==> src/rtl/tri_setup_pkg.sv <==
// Shared types, constants and helpers for the triangle setup stage.
package tri_setup_pkg;

    // Processing sequence for one triangle.
    typedef enum logic [2:0] {
        S_IDLE   = 3'd0,
        S_EDGE   = 3'd1,
        S_CULL   = 3'd2,
        S_OUTPUT = 3'd3,
        S_HOLD   = 3'd4
    } state_e;

    localparam int FRAC_BITS      = 16;
    localparam int DEF_SCREEN_W   = 640;
    localparam int DEF_SCREEN_H   = 480;
    localparam int DEF_GUARD_BITS = 12;

    // Truncate a 16.16 value to its integer part (floor) and saturate it to
    // the signed guard_bits range, returned sign-extended to 16 bits.
    function automatic logic signed [15:0] fx_to_int_sat(
        input logic signed [31:0] fx,
        input int                 guard_bits
    );
        int ip;
        int hi;
        int lo;
        ip = int'(fx) >>> FRAC_BITS;
        hi = (32'sd1 <<< (guard_bits - 1)) - 32'sd1;
        lo = -hi - 32'sd1;
        if (ip > hi) begin
            ip = hi;
        end else if (ip < lo) begin
            ip = lo;
        end else begin
            ip = ip;
        end
        return ip[15:0];
    endfunction

    // Clamp a signed coordinate into [0, hi].
    function automatic logic signed [15:0] clamp_coord(
        input logic signed [15:0] v,
        input logic signed [15:0] hi
    );
        logic signed [15:0] r;
        if (v < 16'sd0) begin
            r = 16'sd0;
        end else if (v > hi) begin
            r = hi;
        end else begin
            r = v;
        end
        return r;
    endfunction

endpackage

==> src/rtl/tri_setup_edge_setup.sv <==
// Edge function coefficients for the directed edge from vertex i to vertex j:
//   A = yi - yj, B = xj - xi, C = xi*yj - xj*yi (all 32-bit signed).
module edge_setup
    import tri_setup_pkg::*;
(
    input  logic signed [15:0] xi_i,
    input  logic signed [15:0] yi_i,
    input  logic signed [15:0] xj_i,
    input  logic signed [15:0] yj_i,
    output logic signed [31:0] a_o,
    output logic signed [31:0] b_o,
    output logic signed [31:0] c_o
);

    logic signed [31:0] xi_e;
    logic signed [31:0] yi_e;
    logic signed [31:0] xj_e;
    logic signed [31:0] yj_e;

    // Sign-extend the vertices and form the three coefficients.
    always_comb begin
        xi_e = {{16{xi_i[15]}}, xi_i};
        yi_e = {{16{yi_i[15]}}, yi_i};
        xj_e = {{16{xj_i[15]}}, xj_i};
        yj_e = {{16{yj_i[15]}}, yj_i};
        a_o  = yi_e - yj_e;
        b_o  = xj_e - xi_e;
        c_o  = (xi_e * yj_e) - (xj_e * yi_e);
    end

endmodule

==> src/rtl/tri_setup.sv <==
// Triangle setup stage: integer vertex conversion, edge functions, doubled
// signed area, clamped bounding box and culling, with valid/stall handshake
// on both sides.
// Build option: TRI_SETUP_BACKFACE_CULL_EN -- when defined, triangles with
// negative area are culled; otherwise they are flipped to positive area.
module tri_setup
    import tri_setup_pkg::*;
#(
    parameter int SCREEN_W   = DEF_SCREEN_W,
    parameter int SCREEN_H   = DEF_SCREEN_H,
    parameter int GUARD_BITS = DEF_GUARD_BITS
) (
    input  logic               clock,
    input  logic               reset,
    input  logic signed [31:0] x_in [0:3],
    input  logic signed [31:0] y_in [0:3],
    input  logic        [31:0] z_in [0:3],
    input  logic        [23:0] color_in1,
    input  logic        [23:0] color_in2,
    input  logic        [23:0] color_in3,
    input  logic               input_data_valid,
    input  logic               done_in,
    input  logic               stall_in,
    output logic               stall_out,
    output logic signed [15:0] vx_out [0:2],
    output logic signed [15:0] vy_out [0:2],
    output logic        [31:0] vz_out [0:2],
    output logic        [23:0] color_out1,
    output logic        [23:0] color_out2,
    output logic        [23:0] color_out3,
    output logic signed [31:0] edge_a [0:2],
    output logic signed [31:0] edge_b [0:2],
    output logic signed [31:0] edge_c [0:2],
    output logic signed [31:0] area2,
    output logic signed [15:0] bb_xmin,
    output logic signed [15:0] bb_xmax,
    output logic signed [15:0] bb_ymin,
    output logic signed [15:0] bb_ymax,
    output logic               token_only,
    output logic               out_data_valid,
    output logic               done_out
);

    localparam logic signed [15:0] X_MAX = 16'(SCREEN_W - 1);
    localparam logic signed [15:0] Y_MAX = 16'(SCREEN_H - 1);
    localparam logic signed [15:0] X_LIM = 16'(SCREEN_W);
    localparam logic signed [15:0] Y_LIM = 16'(SCREEN_H);

    state_e             state_q, state_d;
    logic [1:0]         idx_q, idx_d;
    logic               stall_q, stall_d;
    logic               valid_q, valid_d;
    logic               token_q, token_d;
    logic               doneo_q, doneo_d;

    logic signed [15:0] vx_q [0:2];
    logic signed [15:0] vy_q [0:2];
    logic        [31:0] vz_q [0:2];
    logic        [23:0] col1_q, col2_q, col3_q;
    logic               done_q;
    logic signed [31:0] ea_q [0:2];
    logic signed [31:0] eb_q [0:2];
    logic signed [31:0] ec_q [0:2];
    logic signed [31:0] area_q;
    logic signed [15:0] bbx0_q, bbx1_q, bby0_q, bby1_q;
    logic               cull_q;

    logic signed [15:0] exi_s, eyi_s, exj_s, eyj_s;
    logic signed [31:0] a_s, b_s, c_s;
    logic signed [15:0] xmin_s, xmax_s, ymin_s, ymax_s;
    logic               offscreen_s;
    logic               cull_s;
    logic               accept_s;
    logic               unused_in_s;

    // The fourth vertex slot is never part of a triangle.
    assign unused_in_s = ^{x_in[3], y_in[3], z_in[3]};

    assign accept_s = input_data_valid && !stall_q;

    // Route the current edge's vertex pair (i, (i+1)%3) to the shared edge unit.
    always_comb begin
        case (idx_q)
            2'd0: begin
                exi_s = vx_q[0]; eyi_s = vy_q[0];
                exj_s = vx_q[1]; eyj_s = vy_q[1];
            end
            2'd1: begin
                exi_s = vx_q[1]; eyi_s = vy_q[1];
                exj_s = vx_q[2]; eyj_s = vy_q[2];
            end
            default: begin
                exi_s = vx_q[2]; eyi_s = vy_q[2];
                exj_s = vx_q[0]; eyj_s = vy_q[0];
            end
        endcase
    end

    edge_setup u_edge (
        .xi_i (exi_s),
        .yi_i (eyi_s),
        .xj_i (exj_s),
        .yj_i (eyj_s),
        .a_o  (a_s),
        .b_o  (b_s),
        .c_o  (c_s)
    );

    // Unclamped bounding box and the cull decision taken in S_CULL.
    always_comb begin
        xmin_s = vx_q[0];
        xmax_s = vx_q[0];
        ymin_s = vy_q[0];
        ymax_s = vy_q[0];
        for (int k = 1; k < 3; k++) begin
            if (vx_q[k] < xmin_s) begin xmin_s = vx_q[k]; end else begin xmin_s = xmin_s; end
            if (vx_q[k] > xmax_s) begin xmax_s = vx_q[k]; end else begin xmax_s = xmax_s; end
            if (vy_q[k] < ymin_s) begin ymin_s = vy_q[k]; end else begin ymin_s = ymin_s; end
            if (vy_q[k] > ymax_s) begin ymax_s = vy_q[k]; end else begin ymax_s = ymax_s; end
        end
        offscreen_s = (xmax_s < 16'sd0) || (xmin_s >= X_LIM) ||
                      (ymax_s < 16'sd0) || (ymin_s >= Y_LIM);
`ifdef TRI_SETUP_BACKFACE_CULL_EN
        cull_s = (area_q == 32'sd0) || (area_q < 32'sd0) || offscreen_s;
`else
        cull_s = (area_q == 32'sd0) || offscreen_s;
`endif
    end

    // Next-state and handshake/flag decisions for the control FSM.
    always_comb begin
        state_d = state_q;
        idx_d   = idx_q;
        stall_d = stall_q;
        valid_d = valid_q;
        token_d = token_q;
        doneo_d = doneo_q;
        case (state_q)
            S_IDLE: begin
                if (accept_s) begin
                    stall_d = 1'b1;
                    idx_d   = 2'd0;
                    state_d = S_EDGE;
                end else begin
                    stall_d = 1'b0;
                end
            end
            S_EDGE: begin
                if (idx_q == 2'd2) begin
                    state_d = S_CULL;
                end else begin
                    idx_d = idx_q + 2'd1;
                end
            end
            S_CULL: begin
                state_d = S_OUTPUT;
            end
            S_OUTPUT: begin
                if (!cull_q) begin
                    valid_d = 1'b1;
                    token_d = 1'b0;
                    doneo_d = done_q;
                    state_d = S_HOLD;
                end else if (done_q) begin
                    valid_d = 1'b1;
                    token_d = 1'b1;
                    doneo_d = 1'b1;
                    state_d = S_HOLD;
                end else begin
                    stall_d = 1'b0;
                    state_d = S_IDLE;
                end
            end
            S_HOLD: begin
                if (!stall_in) begin
                    valid_d = 1'b0;
                    token_d = 1'b0;
                    stall_d = 1'b0;
                    state_d = S_IDLE;
                end else begin
                    state_d = S_HOLD;
                end
            end
            default: begin
                state_d = S_IDLE;
                stall_d = 1'b0;
                valid_d = 1'b0;
                token_d = 1'b0;
            end
        endcase
    end

    // Control state register.
    always_ff @(posedge clock or negedge reset) begin
        if (!reset) begin
            state_q <= S_IDLE;
            idx_q   <= 2'd0;
            stall_q <= 1'b0;
            valid_q <= 1'b0;
            token_q <= 1'b0;
            doneo_q <= 1'b0;
        end else begin
            state_q <= state_d;
            idx_q   <= idx_d;
            stall_q <= stall_d;
            valid_q <= valid_d;
            token_q <= token_d;
            doneo_q <= doneo_d;
        end
    end

    // Datapath: capture, edge accumulation, bbox/cull and orientation fix-up.
    always_ff @(posedge clock or negedge reset) begin
        if (!reset) begin
            for (int k = 0; k < 3; k++) begin
                vx_q[k] <= 16'sd0;
                vy_q[k] <= 16'sd0;
                vz_q[k] <= 32'd0;
                ea_q[k] <= 32'sd0;
                eb_q[k] <= 32'sd0;
                ec_q[k] <= 32'sd0;
            end
            col1_q <= 24'd0;
            col2_q <= 24'd0;
            col3_q <= 24'd0;
            done_q <= 1'b0;
            area_q <= 32'sd0;
            bbx0_q <= 16'sd0;
            bbx1_q <= 16'sd0;
            bby0_q <= 16'sd0;
            bby1_q <= 16'sd0;
            cull_q <= 1'b0;
        end else begin
            case (state_q)
                S_IDLE: begin
                    if (accept_s) begin
                        for (int k = 0; k < 3; k++) begin
                            vx_q[k] <= fx_to_int_sat(x_in[k], GUARD_BITS);
                            vy_q[k] <= fx_to_int_sat(y_in[k], GUARD_BITS);
                            vz_q[k] <= z_in[k];
                        end
                        col1_q <= color_in1;
                        col2_q <= color_in2;
                        col3_q <= color_in3;
                        done_q <= done_in;
                        area_q <= 32'sd0;
                    end
                end
                S_EDGE: begin
                    area_q <= area_q + c_s;
                    for (int k = 0; k < 3; k++) begin
                        if (idx_q == 2'(k)) begin
                            ea_q[k] <= a_s;
                            eb_q[k] <= b_s;
                            ec_q[k] <= c_s;
                        end
                    end
                end
                S_CULL: begin
                    bbx0_q <= clamp_coord(xmin_s, X_MAX);
                    bbx1_q <= clamp_coord(xmax_s, X_MAX);
                    bby0_q <= clamp_coord(ymin_s, Y_MAX);
                    bby1_q <= clamp_coord(ymax_s, Y_MAX);
                    cull_q <= cull_s;
`ifndef TRI_SETUP_BACKFACE_CULL_EN
                    // Flip clockwise triangles so the rasterizer always sees area2 > 0.
                    if (area_q < 32'sd0) begin
                        area_q <= -area_q;
                        for (int k = 0; k < 3; k++) begin
                            ea_q[k] <= -ea_q[k];
                            eb_q[k] <= -eb_q[k];
                            ec_q[k] <= -ec_q[k];
                        end
                    end
`endif
                end
                default: begin
                    cull_q <= cull_q;
                end
            endcase
        end
    end

    assign stall_out      = stall_q;
    assign out_data_valid = valid_q;
    assign token_only     = token_q;
    assign done_out       = doneo_q;
    assign vx_out         = vx_q;
    assign vy_out         = vy_q;
    assign vz_out         = vz_q;
    assign color_out1     = col1_q;
    assign color_out2     = col2_q;
    assign color_out3     = col3_q;
    assign edge_a         = ea_q;
    assign edge_b         = eb_q;
    assign edge_c         = ec_q;
    assign area2          = area_q;
    assign bb_xmin        = bbx0_q;
    assign bb_xmax        = bbx1_q;
    assign bb_ymin        = bby0_q;
    assign bb_ymax        = bby1_q;

endmodule

==> config.mk <==
export PLATFORM = sky130hd
export DESIGN_NAME = tri_setup
export DESIGN_NICKNAME = d
export VERILOG_FILES = /design/src/rtl/tri_setup_pkg.sv /design/src/rtl/tri_setup_edge_setup.sv /design/src/rtl/tri_setup.sv
export SDC_FILE = /design/constraint.sdc
export NUM_CORES = 2
export LEC_CHECK = 0
export CORE_AREA = 4 4 435 437
export CTS_CLUSTER_SIZE = 14
export DETAILED_ROUTE_END_ITERATION = 12
export DIE_AREA = 0 0 439 441
export SLEW_MARGIN = 20
export SYNTH_ARGS = -nofsm -noshare
export SYNTH_HDL_FRONTEND = slang
export SYNTH_SLANG_ARGS = --single-unit
==> constraint.sdc <==
create_clock -name clock -period 12.3 [get_ports clock]
set_input_delay 1.23 -clock clock [delete_from_list [all_inputs] [get_ports clock]]
set_output_delay 1.23 -clock clock [all_outputs]
set_load 0.005 [all_outputs]
; Word level (Yosys, flattened, before mapping)
; Index checks and enable logic that the tools add are counted.
[op_classes]
add_sub_neg = 15
n_mul = 2
n_div = 0
magnitude_cmp = 31
eq_ne = 17
shift = 0
n_mux = 70
bitwise_logic = 2
n_reduce_logical = 24
[op_table]
columns = operator, n
row1 = case mux 96 bit (2 select lines), 3
row2 = 2-to-1 mux 16 bit, 28
row3 = 2-to-1 mux 32 bit, 11
row4 = negation 32 bit, 10
row5 = 2-to-1 mux 96 bit, 3
row6 = case mux 16 bit (2 select lines), 4
row7 = "greater-than comparator 16 x 12 -> 1 bit, second input constant", 6
row8 = "less-than comparator 16 x 12 -> 1 bit, second input constant", 6
row9 = case mux 32 bit (3 select lines), 1
row10 = greater-than comparator 16 bit, 4
row11 = "less-than comparator 16 x 1 -> 1 bit, second input constant", 4
row12 = less-than comparator 16 bit, 4
row13 = multiplier 16 x 16 -> 32 bit, 2
row14 = subtractor 16 x 16 -> 17 bit, 2
row15 = adder 32 bit, 1
row16 = "greater-than comparator 16 x 10 -> 1 bit, second input constant", 2
row17 = "greater-than comparator 16 x 11 -> 1 bit, second input constant", 2
row18 = zero test 32 bit, 1
row19 = "less-than comparator 32 x 1 -> 1 bit, second input constant", 1
row20 = subtractor 32 bit, 1
row21 = "inequality test 2 bit, second input constant", 10
row22 = AND reduction 3 bit, 6
row23 = "greater-or-equal comparator 16 x 10 -> 1 bit, second input constant", 1
row24 = "greater-or-equal comparator 16 x 11 -> 1 bit, second input constant", 1
row25 = 26 further kinds, 47
[word_totals]
reg_bits = 659
latchBits = 0
ram_bits = 0
romBits = 0
word_cells = 195
memories = 0

; Depth between registers and ports, before layout
[depth]
depth_word = 9
ltp_mapped = 46
depth_no_buf = 43

; By module
; A second synthesis with hierarchy kept.
[unflattened]
cells_unflattened = 7063
hier_area_um2 = 60076.4
[by_module_without_submodules]
columns = mod, instances, cells_per_inst, area_each_um2, seq_area_each_um2
row1 = tri_setup, 1, 4658, 38577.0, 16390.7
row2 = edge_setup, 1, 2405, 21499.4, 0.0

; Least setup slack after synthesis
; OpenSTA, ideal clock, no wires.
[synth_path]
kind = register to register
startpoint = reg idx_q[0]
endpoint = reg area_q[31] (netlist: area2[31])
setup_ns = 0.123
t_arrival_ns = 10.420
t_required_ns = 12.177
slack_ns = 1.757
path_stages_with_launch = 45
path_buffers = 4
synth_period_minus_slack_ns = 10.543
cell_sequence = dfrtp_1 -> inv_1 -> ha_1 -> clkbuf_1 -> clkbuf_1 -> clkbuf_1 -> a22o_1 -> a21o_1 -> nand2_1 -> inv_1 -> fa_1 -> inv_1 -> fa_1 -> inv_1 -> fa_1 -> inv_1 -> fa_1 -> fa_1 -> [9 not listed] -> a2111oi_0 -> a21boi_0 -> nor2_1 -> a21oi_1 -> xnor2_1 -> ha_1 -> clkbuf_1 -> a21o_1 -> a21o_1 -> a21oi_1 -> a21boi_0 -> o21ai_0 -> and2_1 -> a41oi_1 -> a21oi_1 -> xnor2_1 -> mux2i_1 -> nand2_1
[synth_between]
elab_chain_cells = 6
elab_cells_between_ends = 11
cone_classes = 2 x add/sub / 2 x mul / 1 x eq/ne / 5 x mux / 1 x reduce/logical
[synth_rtl]
columns = element, line_no
row1 = from (decl), tri_setup.sv:50  ; logic [1:0] idx_q, idx_d;
row2 = from (signal assigned), tri_setup.sv:204  ; idx_q <= idx_d;
row3 = equality test 2 x 1 -> 1 bit or zero test 2 bit (tied branches), tri_setup.sv:83  ; case (idx_q)
row4 = case mux 16 bit (2 select lines), tri_setup.sv:83
row5 = multiplier 16 x 16 -> 32 bit, tri_setup_edge_setup.sv:28  ; c_o = (xi_e * yj_e) - (xj_e * yi_e);
row6 = subtractor 32 bit *, tri_setup_edge_setup.sv:28
row7 = adder 32 bit *, tri_setup.sv:250  ; area_q <= area_q + c_s;
row8 = case mux 32 bit (3 select lines) *, tri_setup.sv:234  ; case (state_q)
row9 = to (signal assigned), tri_setup.sv:250
row10 = to (signal assigned), tri_setup.sv:268  ; area_q <= -area_q;
row11 = to (decl), tri_setup.sv:64  ; logic signed [31:0] area_q;
; Mark *: on every way between the ends. The rest lies on a longest branch, timed or not.
; A chain may end at the register's enable or synchronous reset.

; Worst setup path in the final report
[layout_path]
startpoint = reg idx_q[0]
endpoint = reg area_q[30] (netlist: area2[30])
; Same word-level chain as after synthesis.

==> flow_summary.toml <==
[run_status]
outcome = "finished clean"

[timing]
fin_crit_sh_pct = 95.7
period_minus_slack_ns = 11.77
fmax_mhz = 85.0
tightest_slew_ns = 1.30
skew_ns = 0.0706
slew_violations = 0
finalSetupViolCount = 0
hold_viol_final = 0
rsz0062_at_grt = "false"
finalSetupTns_ns = 0
maxSlewHeadroom_pct = 13.3

[logic_synthesis]
postSynth.asyncResetShare_pct = 100
synth_ff_type = "dfrtp_1"
synth_area_leaders = "dfrtp_1, fa_1, ha_1"
syn_area_per_cell_um2 = 8.50
ys_ff_latch = 655
yosysWarningCount = 0
synth_seq_area_share_pct = 28.0
synth-edff-count = 0
syn_area_um2 = 58600
netlist_instances = 6889
synth_top_area_share_pct = 28.0
ys_types = 83
yosys.area.top_type = "dfrtp_1"

[floorplan]
die_y_um = 441
core_um2 = 185000
die_w_um = 439
dieArea_um2 = 194000
ios = 1113
rows = 158
start_util_pct = 31.7

[route]
routedWlPerCell_um = 26.0
top_layer_used = "met5"
wl_met1_um = 98100
drt_pass1_iterations = 6
viasPerCell = 5.38
drc = 0
vias = 55400
routed_wl_um = 267000
detail-route-antenna-nets = 0
wl_met3_um = 24200
drtIter0Drc = 4974
routed-wl-met2_um = 123000

[clock_network]
clockBufferDepth = 3
cts.sinks = 655
clk_pin_slew_ns = 0.06
cts_tree = "built"
hold_buffers = 0
htree_num_levels = 3
cts_buffers = 83
clock_latency_ns = 0.74
cts_root_buffer = "clkbuf_16"

[place]
place.gp.congestion = 1.00
dp_hpwl_um = 217000
io_buffers = 916

[worst_setup_path]
critPathMaxStageDelay_ns = 0.61
crit_path_end = "area2[30]"
critPathRequiredTime_ns = 12.89
crit_start = "idx_q[0]"
ff2ff_setup_slack_ns = 0.53
start_kind = "register"
rr_endpoint = "area2[30]"
critPathArrivalTime_ns = 12.36
r2r_start = "idx_q[0]"
path_max_fanout = 37
cpMostUsedCell = "fa_1"
cp_slowest_cell = "fa_1"
crit_path_end_kind = "register"
worstSetupPathType = "register to register"
reg2reg_depth = 36

[final_layout]
final_nets = 9120
layout_common_cells = "nand2_1, clkdlybuf4s50_1, inv_1"
nFillCells = 18600
final_core_util_pct = 40.0
drive_gt1_share_pct = 5.09
final_common_cell = "nand2_1"
areaGrowthSynthToFinish_pct = 26.3

[worst_hold_path]
hold_class = "primary input to asynchronous set/reset pin"

[global_route]
grt_max_degree = 186
grt_overflow = 0
grt_util_all_layers_pct = 26.9
grt_pass1_vias = 55300
antenna_found_initial = 29
grt_pass1_wl_um = 384000

[flow_run]
max-cap-violations = 0
## critical path, delay by kind of cell, from the launching register on
kind | cells | cell delay, ns
adder cells (fa/ha/maj) | 11 | 5.46
AO/OA/AOI/OAI | 12 | 2.99
buffers and inverters | 8 | 1.26
AND/OR/NAND/NOR | 3 | 0.83
XOR/XNOR | 1 | 0.44
flip-flops | 1 | 0.41
multiplexers | 1 | 0.24
## what timing repair did
item,in CTS,in global routing
setup buffers,0,0
gates resized for setup,0,1
hold endpoints to repair,0,0
setup endpoints to repair,0,3
## per-stage QoR
stage	instance area, um^2	hold slack (ns)	setup slack, ns	instances
final	74000	0.454	0.531	10300
after global placement	71200	0.458	0.601	10100
after floorplan	58600	0.467	1.76	6892
after detailed placement	71200	0.460	0.504	10100
after CTS	73900	0.404	0.533	10300
after global routing	74000	0.462	0.0208	10300
## cell type report
| cell class | instances | area [um^2] | share of cell area (%) |
|---|---|---|---|
| clock inverters | 30 | 434 | 0.587 |
| multi-input cells | 5052 | 37900 | 51.2 |
| flip-flops and latches | 655 | 16400 | 22.1 |
| well taps | 2480 | 3100 | 4.19 |
| repair buffers | 1093 | 10600 | 14.3 |
| diodes | 14 | 35.0 | 0.0473 |
| inverters | 858 | 3220 | 4.35 |
| clock buffers | 115 | 2350 | 3.17 |
## state kept, by name, summed over array words and instances, names as in the netlist
signal	flops
color_out2	24
vz_out	96
color_out1	24
bb_xmax	15
bb_ymax	15
bb_xmin	15
stall_out	1
edge_c	96
token_only	1
edge_a	96
cull_q	1
vx_out	48
vy_out	48
done_out	1
idx_q	2
done_q	1
edge_b	96
out_data_valid	1
state_q	3
color_out3	24
area2	32
bb_ymin	15
## cell usage after synthesis, drive strengths merged (27+ instances only)
library cell     n
o21ai          398
o31a            27
inv            843
or3             74
a211oi          34
nand2         1065
nand2b          45
nor2           695
a22o           105
mux2i           79
fa             580
buf             32
a31oi           63
o22a            41
xor2            30
a22oi           29
o31ai           51
xnor2           61
clkbuf         296
ha             336
or4             40
nor2b           33
a21o            82
dfrtp          655
nor3           183
nand4           29
o22ai           36
a21oi          438
and2            39
nand3           90
o21a            37
nor4            89
## kinds of logic after synthesis
kind of cell	after synthesis	share of synthesized area (%)
adders and majority gates	916	27.0
AOI/OAI and AO/OA	1495	16.1
DFF	655	28.0
other	1	0.00640
and+or+nand+nor	2456	18.4
muxes	89	1.54
xor gates and xnor gates	91	1.36
buffers and inverters	1186	7.64
## metal layers
metal | GRT usage, % | vias to the layer above
met2 | 43.2 | 2640
met5 | 0 | -
met4 | 18.8 | 10
li1 | - | 24800
met1 | 31.4 | 27500
met3 | 6.92 | 529
## worst min-delay path by stage
stage	startpoint	depth (start not counted)	to	slack (ns)
2_1_floorplan	bb_ymin[5]	2	bb_ymin[5]	0.47
3_3_place_gp	color_out3[21]	2	color_out3[21]	0.46
3_5_place_dp	bb_ymin[5]	2	bb_ymin[5]	0.46
4_1_cts	reset	1	edge_c[37]	0.40
5_1_grt	reset	1	edge_c[37]	0.46
6_report	reset	1	edge_c[37]	0.45
Power is left out: the tool's default activity adds up to more than one toggle a clock period on the data nets, which glitch-free logic cannot reach.
